`src/rtl/hazard_stall_controller.sv`:
```
// hazard_stall_controller
// Decode-stage RAW hazard detector and bubble sequencer for the 5-stage MIPS core.
// There is no forwarding, so a producer in execute costs 2 bubbles and one in memory
// costs 1. Writeback producers are covered by the write-first register file.
//
// Build option: define HAZARD_DELAY_SLOT_EN for MIPS delay-slot semantics, where
// FlushDecode stays 0. When it is undefined, a taken redirect in a clean RUN cycle
// flushes the wrong-path fetch.
module hazard_stall_controller #(
   parameter int unsigned STALL_CNT_W = 32
) (
   input  logic                   Clk,
   input  logic                   Reset,
   input  logic [4:0]             RsDecode,
   input  logic [4:0]             RtDecode,
   input  logic                   UsesRs,
   input  logic                   UsesRt,
   input  logic [4:0]             RdExecute,
   input  logic                   RegWriteExecute,
   input  logic [4:0]             RdMemory,
   input  logic                   RegWriteMemory,
   input  logic                   RedirectTaken,
   output logic                   PCWrite,
   output logic                   DecodeWrite,
   output logic                   ControlMuxSignal,
   output logic                   FlushDecode,
   output logic [STALL_CNT_W-1:0] StallCycles
);

   typedef enum logic [0:0] {StRun, StStall} stateT;

   stateT                  stateQ, stateD;
   logic [1:0]             remainQ, remainD;  // bubbles still owed after this cycle
   logic [STALL_CNT_W-1:0] stallCntQ;

   logic hzEx;
   logic hzMem;
   logic bubble;
   logic flush;

   // A stage conflicts when it writes a nonzero register that decode actually reads.
   function automatic logic stageMatch(input logic       regWrite,
                                       input logic [4:0] rd,
                                       input logic       usesRs,
                                       input logic [4:0] rs,
                                       input logic       usesRt,
                                       input logic [4:0] rt);
      return regWrite && (rd != 5'd0) &&
             ((usesRs && (rs == rd)) || (usesRt && (rt == rd)));
   endfunction

   // Hazard detection against the execute and memory producers.
   always_comb begin
      hzEx  = stageMatch(RegWriteExecute, RdExecute, UsesRs, RsDecode, UsesRt, RtDecode);
      hzMem = stageMatch(RegWriteMemory, RdMemory, UsesRs, RsDecode, UsesRt, RtDecode);
   end

   // Stall FSM next state and bubble/flush decisions.
   always_comb begin
      stateD  = stateQ;
      remainD = remainQ;
      bubble  = 1'b0;
      flush   = 1'b0;
      unique case (stateQ)
         StRun: begin
            if (hzEx) begin
               // The first bubble is issued now and one more is owed.
               bubble  = 1'b1;
               stateD  = StStall;
               remainD = 2'd1;
            end else if (hzMem) begin
               // The producer reaches writeback next cycle, so one bubble suffices.
               bubble = 1'b1;
            end else begin
`ifdef HAZARD_DELAY_SLOT_EN
               flush = 1'b0;
`else
               flush = RedirectTaken;
`endif
            end
         end
         StStall: begin
            // Inputs and redirects are ignored; PCWrite=0 already holds the PC.
            bubble = 1'b1;
            if (remainQ > 2'd1) begin
               remainD = remainQ - 2'd1;
            end else begin
               remainD = 2'd0;
               stateD  = StRun;
            end
         end
         default: begin
            stateD  = StRun;
            remainD = 2'd0;
         end
      endcase
      // Reset forces the pipeline to run regardless of the inputs.
      if (Reset) begin
         bubble = 1'b0;
         flush  = 1'b0;
      end
   end

   // Output drive: one bubble decision gates all three enables together.
   always_comb begin
      PCWrite          = ~bubble;
      DecodeWrite      = ~bubble;
      ControlMuxSignal = ~bubble;
      FlushDecode      = flush;
      StallCycles      = stallCntQ;
   end

   // State register; an asynchronous reset discards any owed bubbles.
   always_ff @(posedge Clk or posedge Reset) begin
      if (Reset) begin
         stateQ  <= StRun;
         remainQ <= 2'd0;
      end else begin
         stateQ  <= stateD;
         remainQ <= remainD;
      end
   end

   // Saturating count of bubble cycles; flushes are not counted.
   always_ff @(posedge Clk or posedge Reset) begin
      if (Reset) begin
         stallCntQ <= '0;
      end else if (bubble && (stallCntQ != {STALL_CNT_W{1'b1}})) begin
         stallCntQ <= stallCntQ + STALL_CNT_W'(1);
      end
   end

endmodule
```
`config.mk`:
```
export PLATFORM = sky130hd
export DESIGN_NAME = hazard_stall_controller
export DESIGN_NICKNAME = d
export VERILOG_FILES = /design/src/rtl/hazard_stall_controller.sv
export SDC_FILE = /design/constraint.sdc
export NUM_CORES = 1
export LEC_CHECK = 0
export ABC_AREA = 1
export CORE_MARGIN = 5
export CORE_UTILIZATION = 50
export CTS_CLUSTER_DIAMETER = 200
export DETAILED_ROUTE_END_ITERATION = 10
export HOLD_SLACK_MARGIN = 0.05
export PLACE_DENSITY = 0.91
export SETUP_SLACK_MARGIN = 0.02
export SLEW_MARGIN = 40
export SYNTH_ARGS = -nofsm -noshare
export SYNTH_HDL_FRONTEND = slang
export SYNTH_SLANG_ARGS = --single-unit
```
`constraint.sdc`:
```
create_clock -name Clk -period 3.2 [get_ports Clk]
set_input_delay 0.64 -clock Clk [delete_from_list [all_inputs] [get_ports Clk]]
set_output_delay 0.64 -clock Clk [all_outputs]
set_load 0.05 [all_outputs]
```
# Yosys cells after proc, flatten, opt, wreduce, memory -nomap -nowiden
# Cells that the tools add are included.
dict set report totals {
  input_bits 27
  reg_bits 35
}
dict set report op_classes {
  n_lt_le_gt_ge 1
  n_reduce_logical 13
  n_addsub 2
  mux 14
  n_eq_ne 6
  bitwise_logic 2
}
# operator count
set op_table {}
lappend op_table {{$add 32x1->32 const B} 1}
lappend op_table {{$ne 32x32->1 const B} 1}
lappend op_table {{$eq 5x5->1} 4}
lappend op_table {{$reduce_bool 5->1} 2}
lappend op_table {{$logic_and 1x1->1} 9}
lappend op_table {{$mux 1} 9}
lappend op_table {{$mux 2} 2}
lappend op_table {{$pmux 1 s2} 2}
lappend op_table {{$pmux 2 s2} 1}
lappend op_table {{$gt 2x1->1 const B} 1}
lappend op_table {{$logic_or 1x1->1} 2}
lappend op_table {{$ne 2x2->1 const B} 1}
lappend op_table {{$not 1->1} 2}
lappend op_table {{$sub 2x1->2 const B} 1}

# Depth between registers and ports, before layout
dict set report depth {
  word_depth 9
  depth_mapped 12
  ltp_nobuf 11
}

# Worst setup path before layout
# OpenSTA, ideal clock, no wires.
dict set report synth_timing {
  kind {input port to output port}
  start {input port Reset}
  end {output port DecodeWrite}
  arrival_time_ns 3.130
  path_slack_ns -0.570
  path_buffers 2
  stages 4
  path_cell_list {inv_2 -> buf_1 -> nand2_1 -> buf_4}
}
dict set report synth_between {
  elab_chain_cells 2
}
# item line_no
set synth_lines {}
lappend synth_lines {{start, declared} 13} ;# input logic Reset,
lappend synth_lines {{$mux 1} 98} ;# if (Reset) begin
lappend synth_lines {{$not 1->1} --}
lappend synth_lines {{end, declared} 24} ;# output logic DecodeWrite,
# No other way between the ends.

# Worst setup path after layout
dict set report layout_timing {
  start {input port RdExecute[0]}
  end {output port PCWrite}
}
dict set report layout_between {
  elab_chain_cells 8
}
# item line_no
set layout_lines {}
lappend layout_lines {{start, declared} 18} ;# input logic [4:0] RdExecute,
lappend layout_lines {{$eq 5x5->1} 49} ;# ((usesRs && (rs == rd)) || (usesRt && (rt == rd)));
lappend layout_lines {{$logic_and 1x1->1} 49}
lappend layout_lines {{$logic_or 1x1->1} 49}
lappend layout_lines {{$logic_and 1x1->1 (*)} 48} ;# return regWrite && (rd != 5'd0) &&
lappend layout_lines {{$mux 1 (*)} 66} ;# if (hzEx) begin
lappend layout_lines {{$pmux 1 s2 (*)} 64} ;# unique case (stateQ)
lappend layout_lines {{$mux 1 (*)} 98}
lappend layout_lines {{$not 1->1 (*)} 106} ;# PCWrite = ~bubble;
lappend layout_lines {{end, declared} 23} ;# output logic PCWrite,
# Mark *: on every way between the ends. The rest lies on a longest branch, timed or not.

==> results.sh <==
export IMPL_outcome="finished clean"
export IMPL_min_from="StallCycles[8]"
export IMPL_start_kind="input port"
export IMPL_hold_buffers=0
export IMPL_setup_viol=0
export IMPL_arrival_ps=2310
export IMPL_cts_tree="done"
export IMPL_multi_input_area_sq_mm=0.00168
export IMPL_nFillCells=498
export IMPL_drtIter0Drc=138
export IMPL_root_buffer="clkbuf_8"
export IMPL_clk_path_buf_depth=2
export IMPL_pre_cts_ws_ps=276
export IMPL_p_leak_nw=1.80
export IMPL_cts_clk_slew_worst_paths_ps=60
export IMPL_grt_usage_pct=22.4
export IMPL_dieArea_sq_mm=0.00726
export IMPL_netlist_instances=454
export IMPL_required_ps=2560
export IMPL_num_vias=3096
export IMPL_grt_pass1_wl_um=13600
export IMPL_rsz0062_at_grt="false"
export IMPL_finalSetupTns_ps=0
export IMPL_grt_max_degree=57
export IMPL_setup_slack_ps=248
export IMPL_routed_wirelength_um=7670
export IMPL_yosys_top_cells_area="dfrtp_1 (31%), nand2_1 (26%), nand4_1 (8.8%)"
export IMPL_critPathKind="in2out"
export IMPL_hold_end="StallCycles[8]"
export IMPL_clock_sinks=35
export IMPL_post_cts_buffers=0
export IMPL_fin_nets=542
export IMPL_antenna_left=0
export IMPL_antenna_found_initial=0
export IMPL_synth_top_area_share_pct=31.0
export IMPL_first_pass_iters=4
export IMPL_routed_via_density=5.27
export IMPL_worstPathMaxFanout=5
export IMPL_portBuffers=62
export IMPL_synth_seq_area_share_pct=31.0
export IMPL_worstHoldPathType="reg2reg"
export IMPL_yosysTopAreaCell="dfrtp_1"
export IMPL_final_cells=587
export IMPL_postSynthAreaPerCell_sq_um=6.23
export IMPL_maxCapViolCount=0
export IMPL_drc=0
export IMPL_wl_per_cell_um=13.1
export IMPL_synth_distinct_cells=27
export IMPL_coreArea_sq_mm=0.00551
export IMPL_finish_utilization_pct=65.6
export IMPL_syn_nets=482
export IMPL_finalHoldViolCount=0
export IMPL_grt_pass1_vias=3072
export IMPL_hold_depth=2
export IMPL_tightest_slew_ps=614
export IMPL_initial_core_util_pct=51.4
export IMPL_drv_slew=0
export IMPL_relSlewSlack_pct=58.8
export IMPL_placed_cells=579
export IMPL_timing_rr_end="StallCycles[7]"
export IMPL_cts_buffers=5
export IMPL_worst_r2r_setup_slack_ps=760
export IMPL_syn_to_final_growth_pct=27.7
export IMPL_overflow=0
export IMPL_dpl_cell_area_sq_mm=0.00353
export IMPL_io_pins=63
export IMPL_worstSetupEndpointType="primary output"
export IMPL_die_y_um=85.2
export IMPL_netlist_area_sq_mm=0.00283
export IMPL_clock_latency_ps=290
export IMPL_drive_gt1_share_pct=5.24
export IMPL_peakVddDrop_v=0.000232
export IMPL_final_min_clock_period_ps=2950
export IMPL_ys_warn_count=0
export IMPL_diodes=0
export IMPL_place_gp_congestion=0.965
export IMPL_die_w_um=85.2
export IMPL_ys_seq_elements=35
export IMPL_min_period_over_period_pct=92.2
export IMPL_r2r_start="StallCycles[1]"
export IMPL_rows=27
export IMPL_cts_resized=0
export IMPL_hpwl_um=6180
export IMPL_max_freq_mhz=339
export IMPL_rr_worst_depth=10
export IMPL_final_setup_skew_ps=8.61
export IMPL_stdcell_area_sq_mm=0.00361
export IMPL_cts_htree_levels=2
export IMPL_regArea_sq_um=876
export IMPL_power_density_mw_per_mm2=299
metrics by stage:
stage          hold slack (ps)  total power [W]
2_1_floorplan              472         0.000674
3_3_place_gp               511         0.000778
3_5_place_dp               523         0.000784
4_1_cts                    542          0.00109
5_1_grt                    595          0.00114
6_report                   545          0.00108
worst max path at each step:
stage                  endpoint  cells after the start          from  slack, ps
4_1_cts                 PCWrite                     11  RdExecute[0]        280
5_1_grt                 PCWrite                     11  RdExecute[4]        100
6_report                PCWrite                     11  RdExecute[0]        250
3_3_place_gp   ControlMuxSignal                      9  RdExecute[0]        290
3_5_place_dp            PCWrite                     11  RdExecute[0]        280
2_1_floorplan       DecodeWrite                      4         Reset        190
worst max-delay path, cell delays in order:
cell             delay (ps)
clkdlybuf4s50_1         530
inv_1                   100
nand2_1                  60
nand2_1                  60
nor2_1                   80
nand3_1                  70
nand2_1                 100
nand2_1                  90
nand3_2                 130
nand2_1                 210
buf_12                  230
state kept, by name (all words and copies together), names as in the netlist:
register	flops
remainQ	2
StallCycles	32
stateQ	1
cells in the final DEF, fill, tap and decap left out:
cell type / count
nand2_1: 196
clkdlybuf4s50_1: 58
nor2_1: 52
inv_1: 47
nand4_1: 40
dfrtp_1: 35
xor2_1: 14
nand3_1: 12
o21ai_0: 9
nor3_1: 7
nand3b_1: 7
buf_4: 6
xnor2_1: 5
clkbuf_8: 5
buf_12: 4
a21oi_1: 2
nand3_2: 2
inv_2: 2
nor3_4: 2
clkbuf_1: 2
nand2_2: 1
nor2_4: 1
nand3_4: 1
nor2_2: 1
nand4_2: 1
o211ai_1: 1
ha_1: 1
clkinv_2: 1
per-layer routing:
metal	track usage, %	up-vias	part of all wire (%)
li1	-	1562	-
met3	4.17	12	6.8
met5	0	-	0
met4	7.48	0	1.6
met2	37.9	106	49
met1	28.5	1416	43
cells in the mapped netlist, drive strengths merged:
library cell	n
nand2	197
nor2	54
inv	49
nand4	41
dfrtp	35
nand3	15
xor2	14
buf	13
nor3	9
o21ai	9
nand3b	7
xnor2	5
a21oi	2
clkbuf	2
ha	1
o211ai	1
cells by family (layout without fill, tap and decap cells):
kind of cell	after synthesis	after routing	share of synthesized area, %
XOR/XNOR	19	19	5.88
flip-flops	35	35	31.0
AO/OA/AOI/OAI	12	12	2.21
buffers and inverters	64	125	9.77
AND/OR/NAND/NOR	323	323	50.7
adder cells (fa/ha/maj)	1	1	0.442
layout make-up:
| cell class | count | area share, % |
|---|---|---|
| clock buffers | 7 | 2.11 |
| clock inverters | 1 | 0.139 |
| inverters | 49 | 5.09 |
| multi-input cells | 355 | 46.4 |
| flip-flops and latches | 35 | 24.2 |
| well taps | 72 | 2.49 |
| repair buffers | 68 | 19.5 |
where the power goes:
part           switching [W]  internal (W)
sequential         0.0000306      0.000464
combinational       0.000174      0.000106
clock               0.000155      0.000153
Note: power is estimated with default switching activity, not from simulation.
